## src/rtl/io_mmio_bridge.sv

```systemverilog
// io_mmio_bridge
//   Memory-mapped I/O bridge between the processor data-memory port and the
//   data RAM. Loads and stores whose address falls in the 256-word I/O window
//   at IO_BASE reach N_IN input channels, N_OUT output channels and a sticky,
//   read-to-clear event register. All other accesses pass through to the RAM.
//   Reads have the same 1-cycle latency as the RAM.
//
// Ports
//   clock, reset    system clock, synchronous active-high reset
//   cpu_wren        processor store enable
//   cpu_addr        processor word address
//   cpu_data        processor store data
//   cpu_q           load data to processor (I/O word or RAM data)
//   ram_wren        RAM write enable, suppressed for I/O stores
//   ram_addr        RAM address, pass-through of cpu_addr
//   ram_data        RAM write data, pass-through of cpu_data
//   ram_q           RAM read data, 1-cycle latency
//   in_data         input channel words, channel i at [32i+31:32i]
//   in_event        asynchronous event lines, one per input channel
//   out_data        output channel registers, channel i at [32i+31:32i]
//   out_strobe      one-cycle pulse following each store to a channel
//
// Register map (offset = cpu_addr[7:0])
//   0x00+i  OUT[i]  read/write (i < N_OUT)
//   0x10+i  IN[i]   read-only  (i < N_IN)
//   0x20    EVT     sticky event flags, read-to-clear
//   0x21    LVL     synchronised event levels, read-only
//   others  read 0, writes ignored

module io_mmio_bridge #(
  parameter int          N_IN    = 4,
  parameter int          N_OUT   = 4,
  parameter logic [11:0] IO_BASE = 12'hF00
) (
  input  logic                  clock,
  input  logic                  reset,
  input  logic                  cpu_wren,
  input  logic [11:0]           cpu_addr,
  input  logic [31:0]           cpu_data,
  output logic [31:0]           cpu_q,
  output logic                  ram_wren,
  output logic [11:0]           ram_addr,
  output logic [31:0]           ram_data,
  input  logic [31:0]           ram_q,
  input  logic [32*N_IN-1:0]    in_data,
  input  logic [N_IN-1:0]       in_event,
  output logic [32*N_OUT-1:0]   out_data,
  output logic [N_OUT-1:0]      out_strobe
);

  localparam int unsigned WORD_W   = 32;
  localparam int unsigned OFF_W    = 8;
  localparam int unsigned IN_BASE  = 16;
  localparam logic [OFF_W-1:0] EVT_OFF = 8'h20;
  localparam logic [OFF_W-1:0] LVL_OFF = 8'h21;

  // Window decode
  logic             hit;
  logic [OFF_W-1:0] off;

  assign hit = (cpu_addr[11:8] == IO_BASE[11:8]);
  assign off = cpu_addr[OFF_W-1:0];

  // RAM side: address/data pass straight through, only the write enable is gated
  assign ram_wren = cpu_wren & ~hit;
  assign ram_addr = cpu_addr;
  assign ram_data = cpu_data;

  // State
  logic [N_OUT-1:0][WORD_W-1:0] out_q;
  logic [N_IN-1:0]              s1_q;
  logic [N_IN-1:0]              s2_q;
  logic [N_IN-1:0]              p_q;
  logic [N_IN-1:0]              evt_q;
  logic                         hit_q;
  logic [WORD_W-1:0]            io_rd_q;

  assign out_data = out_q;

  // Rising edge of the synchronised event level
  logic [N_IN-1:0] rise;
  assign rise = s2_q & ~p_q;

  // A load of EVT clears the flags at the same edge it samples them
  logic evt_rd;
  assign evt_rd = hit & ~cpu_wren & (off == EVT_OFF);

  // Per-channel store select
  logic [N_OUT-1:0] wr_sel;
  always_comb begin
    wr_sel = '0;
    for (int i = 0; i < N_OUT; i++) begin
      wr_sel[i] = cpu_wren & hit & (off == OFF_W'(i));
    end
  end

  // Read mux. Input words are taken from in_data as it is registered at the
  // address edge, so the load returns the value captured at that edge.
  logic [WORD_W-1:0] rd_word;
  always_comb begin
    rd_word = '0;
    for (int i = 0; i < N_OUT; i++) begin
      if (off == OFF_W'(i)) rd_word = out_q[i];
    end
    for (int i = 0; i < N_IN; i++) begin
      if (off == OFF_W'(IN_BASE + i)) rd_word = in_data[WORD_W*i +: WORD_W];
    end
    if (off == EVT_OFF) rd_word = WORD_W'(evt_q);
    if (off == LVL_OFF) rd_word = WORD_W'(s2_q);
  end

  // Sequential state; reset overrides any store, clear or event at the edge
  always_ff @(posedge clock) begin
    if (reset) begin
      out_q      <= '0;
      out_strobe <= '0;
      s1_q       <= '0;
      s2_q       <= '0;
      p_q        <= '0;
      evt_q      <= '0;
      hit_q      <= 1'b0;
      io_rd_q    <= '0;
    end else begin
      s1_q <= in_event;
      s2_q <= s1_q;
      p_q  <= s2_q;
      // A clearing read keeps bits that rise at the same edge
      evt_q <= evt_rd ? rise : (evt_q | rise);
      for (int i = 0; i < N_OUT; i++) begin
        if (wr_sel[i]) out_q[i] <= cpu_data;
      end
      out_strobe <= wr_sel;
      hit_q      <= hit;
      io_rd_q    <= rd_word;
    end
  end

  // Load return: I/O word for window hits, RAM data otherwise
  assign cpu_q = hit_q ? io_rd_q : ram_q;

endmodule
```

## config.mk

```make
export PLATFORM = sky130hd
export DESIGN_NAME = io_mmio_bridge
export DESIGN_NICKNAME = d
export VERILOG_FILES = /design/src/rtl/io_mmio_bridge.sv
export SDC_FILE = /design/constraint.sdc
export NUM_CORES = 1
export LEC_CHECK = 0
export CELL_PAD_IN_SITES_DETAIL_PLACEMENT = 0
export CELL_PAD_IN_SITES_GLOBAL_PLACEMENT = 2
export CORE_MARGIN = 2
export CORE_UTILIZATION = 26
export CTS_CLUSTER_DIAMETER = 40
export DETAILED_ROUTE_END_ITERATION = 7
export PLACE_DENSITY_LB_ADDON = 0.1
export SYNTH_ARGS = -nofsm -noshare
export SYNTH_HDL_FRONTEND = slang
export SYNTH_SLANG_ARGS = --single-unit
```

## constraint.sdc

```tcl
create_clock -name clock -period 4.3 [get_ports clock]
set_input_delay 0.86 -clock clock [delete_from_list [all_inputs] [get_ports clock]]
set_output_delay 0.86 -clock clock [all_outputs]
set_load 0.01 [all_outputs]
```

==> impl_metrics.py, run 1 <==
metrics = {
    "clock_tree": {
        "cts.clk_slew.worst_paths_ns": 0.07,
        "cts-htree-levels": 4,
        "cts_root_buffer": "clkbuf_16",
        "cts_buffer_depth": 2,
        "tritoncts": "built",
        "clk_latency_ns": 0.44,
        "clock-sinks": 181,
        "cts_resized": 0,
        "holdBufCountCts": 0,
        "numCtsBuffers": 17,
        "cts_setup_buffers": 0,
    },
    "cells_and_area": {
        "num_antenna_cells": 0,
        "final_common_cell": "clkdlybuf4s50_1",
        "layout_common_cells": "clkdlybuf4s50_1 (414), dfxtp_1 (181), nand2_1 (154), a21oi_1 (146), o21ai_0 (93)",
        "area_delta_synth_final_pct": 48.4,
        "nets": 1593,
        "fillCellCount": 3647,
        "drive_gt1_share_pct": 13.1,
    },
    "outcome": {
        "outcome": "finished clean",
    },
    "global_route": {
        "grt_overflow_total": 0,
        "grt_busiest_layer": "met2",
        "grt_max_degree": 136,
        "grt_util_all_layers_pct": 22.8,
        "antenna_found_initial": 1,
        "grt_util_met3_pct": 5.78,
        "grt_pass1_vias": 9130,
        "met2_usage_pct": 36.0,
        "grt_use_met1_pct": 31.1,
        "grt_pass1_wl_um": 64600,
    },
    "floorplan": {
        "die_width_um": 197,
        "die-area_mm2": 0.0387,
        "start_util_pct": 26.4,
        "core_area_mm2": 0.0366,
        "io_pins": 420,
        "rows": 70,
        "die_y_um": 197,
    },
    "setup_path": {
        "cpLargestDelayFamily": "buffers and inverters",
        "rrSetupSlack_ns": 2.55,
        "critical_path.cell_chain": "clkdlybuf4s50_1, and2_1, clkdlybuf4s50_1",
        "path_class": "in2out",
        "r2r_end": "io_rd_q[1]",
        "path_max_fanout": 10,
        "r2r_cells": 4,
        "timing.rr.start": "out_data[97]",
        "required_ns": 3.44,
        "setup.worst_path.start_class": "input port",
        "critPathSlowestCell": "clkdlybuf4s50_1",
        "critical-path-max-stage-delay_ns": 0.65,
        "cpMostUsedCell": "clkdlybuf4s50_1",
        "path_buf_inv": 2,
        "cp_data_arrival_time_ns": 2.24,
        "cp-end-kind": "primary output",
    },
    "route": {
        "ant_nets": 0,
        "drc": 0,
        "drtPass1Iterations": 5,
        "drtIter0Drc": 449,
        "wl_um": 45000,
        "wl_per_cell_um": 24.2,
        "dr_total_vias": 9191,
        "vias_per_cell": 4.94,
    },
    "timing": {
        "setup_violations": 0,
        "fin_skew_ns": 0.00996,
        "period_minus_slack_ns": 3.10,
        "slew_violations": 0,
        "fin_tns_setup_ns": 0,
        "slew_headroom_pct": 42.4,
        "timing.final.hold_violations": 0,
        "max_freq_mhz": 323,
        "fin_crit_sh_pct": 72.1,
        "tightest_slew_ns": 0.865,
        "grt_setup_unrepaired": "false",
        "fin_ws_ns": 1.20,
    },
    "yosys": {
        "netlist_area_mm2": 0.00965,
        "yosys_register_bits": 181,
        "synth-edff-count": 0,
        "synth-seq-area-share_pct": 37.6,
        "avgSynthCellArea_um2": 9.05,
        "synth-main-ff-cell": "dfxtp_1",
        "async_reset_ff_share_pct": 0,
        "syn_inst": 1066,
        "netlist-cell-type-count": 59,
        "ys_warn_count": 0,
        "syn_nets": 1277,
    },
    "hold_path": {
        "hp-start": "s1_q[2]",
        "hold_class": "reg2reg",
        "whs_path_depth": 1,
        "holdPathEnd": "s2_q[2]",
    },
    "pwr": {
        "p_leak_nw": 4.69,
        "power.density_mw_per_mm2": 271,
        "ir_worst_vdd_uv": 275,
    },
    "place": {
        "port_buffers": 419,
        "dp_slack_ns": 0.997,
        "hpwl_um": 32500,
        "gp_congestion": 0.843,
    },
    "run": {
        "drv_cap": 0,
    },
}
flip-flops by register name, indices dropped and copies added, names as in the netlist:
register	cells
evt_q	4
hit_q	1
io_rd_q	32
out_data	128
out_strobe	4
p_q	4
s1_q	4
s2_q	4
area by class of cell:
type                    count  area [um^2]  share of cell area [%]
flip-flops and latches    181         3620                    25.3
repair buffers            445         4430                    30.9
inverters                   7         26.3                   0.183
well taps                 468          586                    4.09
clock inverters            13          134                   0.935
multi-input cells         730         5080                    35.5
clock buffers              18          439                    3.07
worst register-to-register path, stage by stage, from the launching register on:
cell	delay (ns)
dfxtp_1	0.33
mux4_2	0.53
and3_1	0.22
o221a_2	0.28
a211o_1	0.28
cells by family after synthesis:
| family | Yosys count | share of synthesized area [%] |
|---|---|---|
| AND/OR/NAND/NOR | 323 | 18.4 |
| AO/OA/AOI/OAI | 288 | 17.4 |
| buffers and inverters | 155 | 9.85 |
| flip-flops | 181 | 37.6 |
| multiplexers | 119 | 16.8 |
synthesized netlist by cell type (all sizes together) (4+ instances only):
library cell    n  share of area [%]
dfxtp         181                 38
nand2         154                6.0
a21oi         146                7.6
o21ai          93                4.8
buf            91                6.8
nand3b         70                5.4
mux2           63                7.4
clkbuf         56                2.6
mux2i          28                2.9
mux4           28                6.5
a221oi         21                2.6
or3            21                1.4
nor3           19                1.2
nor2           12               0.66
nor2b          12               0.78
a22oi          11               0.86
inv             7               0.27
o211ai          6               0.47
and4            5               0.45
nand4           5               0.32
a22o            4               0.36
nor3b           4               0.31
per-stage QoR:
| stage | hold WS, ns | util, % | total power, mW | std cells | area [um^2] |
|---|---|---|---|---|---|
| global placement | 0.427 | 37.6 | 2.33 | 1831 | 13700 |
| finish | 0.435 | 39.1 | 3.88 | 1862 | 14300 |
| detailed placement | 0.426 | 37.6 | 2.33 | 1831 | 13700 |
| floorplan | 0.414 | - | 1.99 | 1066 | 9650 |
| global route | 0.450 | 39.1 | 4.02 | 1862 | 14300 |
| CTS | 0.441 | 39.1 | 3.94 | 1862 | 14300 |
report_power, final:
group | switching, mW | leakage (nW) | internal (mW) | total, mW
clock network | 0.722 | 0.278 | 0.868 | 1.59
logic | 0.264 | 2.95 | 0.339 | 0.604
registers | 0.00340 | 1.46 | 1.68 | 1.69
total | 0.990 | 4.69 | 2.89 | 3.88
worst max path at each step:
stage                     cells past startpoint         from            to
after floorplan                               6  cpu_addr[0]   io_rd_q[29]
after detailed placement                      6  cpu_addr[7]   io_rd_q[31]
after global routing                          3     cpu_wren      ram_wren
final                                         3     cpu_wren      ram_wren
after global placement                        7  cpu_addr[7]  out_data[46]
after CTS                                     3     cpu_wren      ram_wren
metal layers:
metal	vias up	part of all wire (%)
met5	-	0.016
met4	2	1.7
met3	36	7.2
met2	343	45
met1	4394	46
li1	4416	-
No activity file was read; power rests on OpenSTA's default activity.
==> run 2: changes to the inputs <==
--- a/config.mk
+++ b/config.mk
@@ -8,7 +8,7 @@
 export CELL_PAD_IN_SITES_DETAIL_PLACEMENT = 0
 export CELL_PAD_IN_SITES_GLOBAL_PLACEMENT = 2
 export CORE_MARGIN = 2
-export CORE_UTILIZATION = 26
+export CORE_UTILIZATION = 22
 export CTS_CLUSTER_DIAMETER = 40
 export DETAILED_ROUTE_END_ITERATION = 7
 export PLACE_DENSITY_LB_ADDON = 0.1
==> constraint.sdc (replaced) <==
create_clock -name clock -period 2.5 [get_ports clock]
set_input_delay 0.5 -clock clock [delete_from_list [all_inputs] [get_ports clock]]
set_output_delay 0.5 -clock clock [all_outputs]
set_load 0.01 [all_outputs]
==> run 2 against run 1 <==
Die area up 18%. Sequential share of layout area fell by 1.4 points. Combinational power rose by 84%. Via count rose by 2.4%. Critical path depth is the same. Clock skew increased by 0.00074 ns. Cell count rose by 9.0%. Clock-buffer cell count is 3 higher. First-iteration DRC count is 29% higher. Cell area is 5.8% higher. Hold slack got worse by 0.039 ns. Flip-flop and latch count did not move.
==> impl_metrics.py, run 2 (same netlist as run 1, synthesis figures left out) <==
metrics = {
    "route": {
        "drtIter0Drc": 581,
        "drc": 0,
        "wl_um": 46700,
        "drtPass1Iterations": 5,
        "wl_per_cell_um": 23.0,
        "dr_total_vias": 9407,
        "ant_nets": 0,
        "vias_per_cell": 4.63,
    },
    "clock_tree": {
        "clk_latency_ns": 0.45,
        "cts-htree-levels": 4,
        "cts_buffer_depth": 2,
        "clock-sinks": 181,
        "cts_setup_buffers": 0,
        "holdBufCountCts": 0,
        "tritoncts": "built",
        "cts.clk_slew.worst_paths_ns": 0.07,
        "cts_root_buffer": "clkbuf_16",
        "numCtsBuffers": 17,
    },
    "setup_path": {
        "path_class": "reg2out",
        "worstSetupStartpoint": "hit_q",
        "required_ns": 2.00,
        "r2r_cells": 4,
        "timing.rr.start": "out_data[97]",
        "cp-end-kind": "primary output",
        "path_max_fanout": 16,
        "cp_data_arrival_time_ns": 1.91,
        "setup.worst_path.start_class": "flop",
    },
    "cells_and_area": {
        "final_common_cell": "clkdlybuf4s50_1",
        "largest_reg_flops": 128,
        "layout_common_cells": "clkdlybuf4s50_1 (409), dfxtp_1 (180), nand2_1 (154), a21oi_1 (146), o21ai_0 (93)",
        "area_delta_synth_final_pct": 57.0,
        "drive_gt1_share_pct": 16.1,
        "num_antenna_cells": 0,
        "instances_no_fill": 2030,
        "fillCellCount": 4505,
        "final_util_pct": 35.1,
        "multi_input_area_mm2": 0.00508,
        "area.sequential_mm2": 0.00363,
        "nets": 1643,
        "final_area_mm2": 0.0151,
    },
    "timing": {
        "fin_skew_ns": 0.0107,
        "grt_setup_unrepaired": "false",
        "slew_headroom_pct": 61.7,
        "tightest_slew_ns": 0.558,
        "fin_crit_sh_pct": 96.6,
        "slew_violations": 0,
        "timing.final.hold_violations": 0,
        "period_minus_slack_ns": 2.41,
        "setup_violations": 0,
        "max_freq_mhz": 414,
    },
    "global_route": {
        "grt_max_degree": 79,
        "grt_pass1_wl_um": 66100,
        "grt_overflow_total": 0,
        "antenna_found_initial": 0,
        "grt_pass1_vias": 9295,
        "grt_util_all_layers_pct": 20.0,
    },
    "pwr": {
        "p_total_mw": 7.11,
        "ir_worst_vdd_uv": 512,
        "power.density_mw_per_mm2": 469,
        "p_leak_nw": 5.05,
    },
    "place": {
        "gp_congestion": 0.762,
        "hpwl_um": 34700,
        "dp.cells": 1997,
        "postPlaceCellArea_mm2": 0.0145,
        "port_buffers": 419,
    },
    "floorplan": {
        "start_util_pct": 22.4,
        "die-area_mm2": 0.0456,
        "io_pins": 420,
        "rows": 76,
        "die_y_um": 213,
        "die_width_um": 213,
        "core_area_mm2": 0.0432,
    },
    "hold_path": {
        "hp-start": "cpu_addr[0]",
        "hold_class": "in2reg",
        "whs_path_depth": 2,
    },
    "outcome": {
        "outcome": "finished clean",
    },
    "run": {
        "drv_cap": 0,
    },
}
-- run 2: cell types whose count changed in the layout (fill, tap and decap cells not counted), sizes merged --
| cell | before | now |
|---|---|---|
| clkdlybuf4s50 | 414 | 409 |
| buf | 30 | 79 |
| clkbuf | 19 | 23 |
| bufinv | 2 | 5 |
| clkinv | 7 | 1 |
| clkinvlp | 3 | 4 |
| dlymetal6s2s | 0 | 1 |
| dlygate4sd2 | 0 | 4 |
-- run 2: layout make-up --
class | instances | share of cell area, %
tap | 585 | 4.83
sequential | 181 | 23.9
inverter | 7 | 0.173
multi-input combinational | 730 | 33.6
timing repair buffer | 495 | 33.1
clock buffer | 21 | 3.04
clock inverter | 11 | 1.31
-- run 2: worst paths after layout --
kind	slack, ns	endpoint
min reg2reg	0.44	s2_q[3]
max	0.09	cpu_q[31]
max reg2reg	0.76	io_rd_q[1]
min	0.40	out_strobe[0]
-- run 2: power by group --
group	internal (mW)	total, mW	switching [mW]	leakage (nW)
registers	2.90	2.90	0.00602	1.46
logic	0.631	1.11	0.482	3.28
clock network	1.84	3.09	1.26	0.306
total	5.36	7.11	1.75	5.05
-- run 2: per-stage QoR --
stage	hold slack (ns)	TNS, ns	setup WS, ns
after floorplan	0.414	0	0.633
after global placement	0.422	-8.26	-0.116
after detailed placement	0.427	-10.13	-0.145
after CTS	0.364	0	0.000934
after global routing	0.380	0	0.0295
final	0.396	0	0.0862
-- run 2: repair_timing --
action                     CTS  global route
gates resized for setup      4             3
setup endpoints to repair    4             5
gates cloned                 0             1
-- run 2: critical path, cell delays in order (launching register included) --
cell and delay, ns:
dfxtp_4 0.41, buf_12 0.18, mux2_2 0.34, clkdlybuf4s50_1 0.53
-- run 2: routing by layer --
layer | global-route usage, % | up-vias | part of all wire (%) | routed length, um
li1 | - | 4511 | - | -
met1 | 28.2 | 4558 | 47 | 21900
met2 | 31.1 | 319 | 45 | 21200
met3 | 4.69 | 19 | 7.0 | 3290
met4 | 3.98 | 0 | 0.79 | 367
met5 | 0 | - | 0 | 0
==> run 3: changes to the inputs <==
==> constraint.sdc (replaced) <==
create_clock -name clock -period 2.5 [get_ports clock]
set_input_delay 0.25 -clock clock [delete_from_list [all_inputs] [get_ports clock]]
set_output_delay 0.25 -clock clock [all_outputs]
set_load 0.01 [all_outputs]
==> run 3 against run 2 <==
Utilization fell by 0.88 points. Combinational power barely moved. Critical path depth did not move. Via count fell by 1.6%. Maximum frequency rose by 7.8%. First-iteration DRC count fell by 24%. Clock skew barely moved. Cell count fell by 1.7%. Clock-buffer cell count fell by 1. Power fell by 3.7%. Sequential share of layout area rose by 0.59 points. Critical endpoint is now cpu_q[27]. Largest cell class unchanged. Highest routed layer unchanged.
==> impl_metrics.py, run 3 (same netlist as run 1, synthesis figures left out) <==
metrics = {
    "global_route": {
        "grt_pass1_wl_um": 66000,
        "grt_util_all_layers_pct": 20.0,
        "grt_overflow_total": 0,
        "grt_pass1_vias": 9195,
        "grt_max_degree": 84,
        "antenna_found_initial": 0,
    },
    "clock_tree": {
        "cts-htree-levels": 4,
        "cts_buffer_depth": 2,
        "cts_setup_buffers": 0,
        "cts_root_buffer": "clkbuf_16",
        "clock-sinks": 181,
        "cts.clk_slew.worst_paths_ns": 0.08,
        "numCtsBuffers": 17,
        "tritoncts": "built",
        "cts_resized": 0,
        "clk_latency_ns": 0.45,
        "holdBufCountCts": 0,
    },
    "run": {
        "drv_cap": 0,
    },
    "setup_path": {
        "cp-end-kind": "primary output",
        "timing.rr.start": "out_data[97]",
        "path_max_fanout": 32,
        "r2r_end": "io_rd_q[1]",
        "required_ns": 2.25,
        "cp_data_arrival_time_ns": 1.99,
        "path_class": "reg2out",
        "rrSetupSlack_ns": 0.74,
        "r2r_cells": 4,
        "setup.worst_path.start_class": "flop",
    },
    "route": {
        "drtPass1Iterations": 5,
        "drc": 0,
        "drtIter0Drc": 442,
        "ant_nets": 0,
        "dr_total_vias": 9260,
        "wl_um": 46900,
        "vias_per_cell": 4.64,
        "wl_per_cell_um": 23.5,
    },
    "floorplan": {
        "rows": 76,
        "io_pins": 420,
        "core_area_mm2": 0.0432,
        "start_util_pct": 22.4,
        "die_width_um": 213,
        "die_y_um": 213,
        "die-area_mm2": 0.0456,
    },
    "pwr": {
        "p_leak_nw": 4.83,
        "ir_worst_vdd_uv": 468,
        "power.density_mw_per_mm2": 464,
    },
    "cells_and_area": {
        "layout_common_cells": "clkdlybuf4s50_1 (414), dfxtp_1 (181), nand2_1 (154), a21oi_1 (146), o21ai_0 (93)",
        "num_antenna_cells": 0,
        "largest_reg_flops": 128,
        "area.sequential_mm2": 0.00362,
        "final_common_cell": "clkdlybuf4s50_1",
        "fillCellCount": 4497,
        "nets": 1609,
        "area_delta_synth_final_pct": 53.0,
        "final_util_pct": 34.2,
        "multi_input_area_mm2": 0.00508,
        "final_area_mm2": 0.0148,
        "drive_gt1_share_pct": 14.1,
    },
    "timing": {
        "fin_tns_setup_ns": 0,
        "period_minus_slack_ns": 2.24,
        "slew_violations": 0,
        "slew_headroom_pct": 53.8,
        "grt_setup_unrepaired": "false",
        "hold_ws_ns": 0.150,
        "setup_violations": 0,
        "fin_ws_ns": 0.260,
        "tightest_slew_ns": 0.684,
        "fin_crit_sh_pct": 89.6,
        "fin_skew_ns": 0.0106,
        "timing.final.hold_violations": 0,
        "max_freq_mhz": 446,
    },
    "place": {
        "dp_slack_ns": 0.101,
        "postPlaceCellArea_mm2": 0.0142,
        "hpwl_um": 34600,
        "port_buffers": 419,
        "gp_congestion": 0.781,
    },
    "hold_path": {
        "whs_path_depth": 2,
        "hp-start": "reset",
        "holdPathEnd": "s1_q[1]",
        "hold_class": "in2reg",
    },
    "outcome": {
        "outcome": "finished clean",
    },
}
==> run 3: cell types whose count changed in the layout (fill, tap and decap cells not counted), sizes merged <==
cell,change
clkbuf,-2
clkinv,+3
clkdlybuf4s50,+5
inv,+3
dlygate4sd2,-4
buf,-33
bufinv,-3
clkinvlp,-2
dlymetal6s2s,-1
==> run 3: routing by layer <==
layer | vias up | GRT usage (%) | part of all wire, %
met2 | 275 | 31.9 | 46
met5 | - | 0 | 0
met1 | 4523 | 27.6 | 47
li1 | 4443 | - | -
met4 | 0 | 4.50 | 1.3
met3 | 19 | 4.28 | 6.0
==> run 3: worst max-delay path, stage by stage, from the launching register on <==
cell and delay (ns):
dfxtp_1 0.36, buf_12 0.22, mux2_2 0.37, clkdlybuf4s50_1 0.56
==> run 3: through the flow <==
step                power, mW  cells
finish                   6.85   1996
global route             7.10   1996
CTS                      6.95   1996
detailed placement       4.07   1964
global placement         4.07   1964
floorplan                3.43   1066
==> run 3: final cells by class <==
class | instances | area share [%]
Multi-Input combinational cell | 730 | 34.4
Clock inverter | 12 | 0.983
Clock buffer | 20 | 3.09
Timing Repair Buffer | 461 | 31.8
Tap cell | 585 | 4.96
Inverter | 7 | 0.178
Sequential cell | 181 | 24.5
==> run 3: how the worst max path moves through the flow <==
stage	start	endpoint	slack [ns]	depth (start not counted)
after detailed placement	cpu_addr[5]	io_rd_q[5]	0.10	5
after CTS	hit_q	cpu_q[27]	0.22	3
after global routing	hit_q	cpu_q[27]	0.19	3
final	hit_q	cpu_q[27]	0.26	3
after global placement	cpu_addr[6]	out_data[112]	0.16	8
after floorplan	cpu_addr[0]	io_rd_q[29]	0.88	6
==> run 3: power by group <==
part | leakage, nW | switching (mW) | internal, mW | total, mW
sequential | 1.46 | 0.00565 | 2.90 | 2.90
combinational | 3.08 | 0.479 | 0.607 | 1.09
clock | 0.288 | 1.31 | 1.55 | 2.86
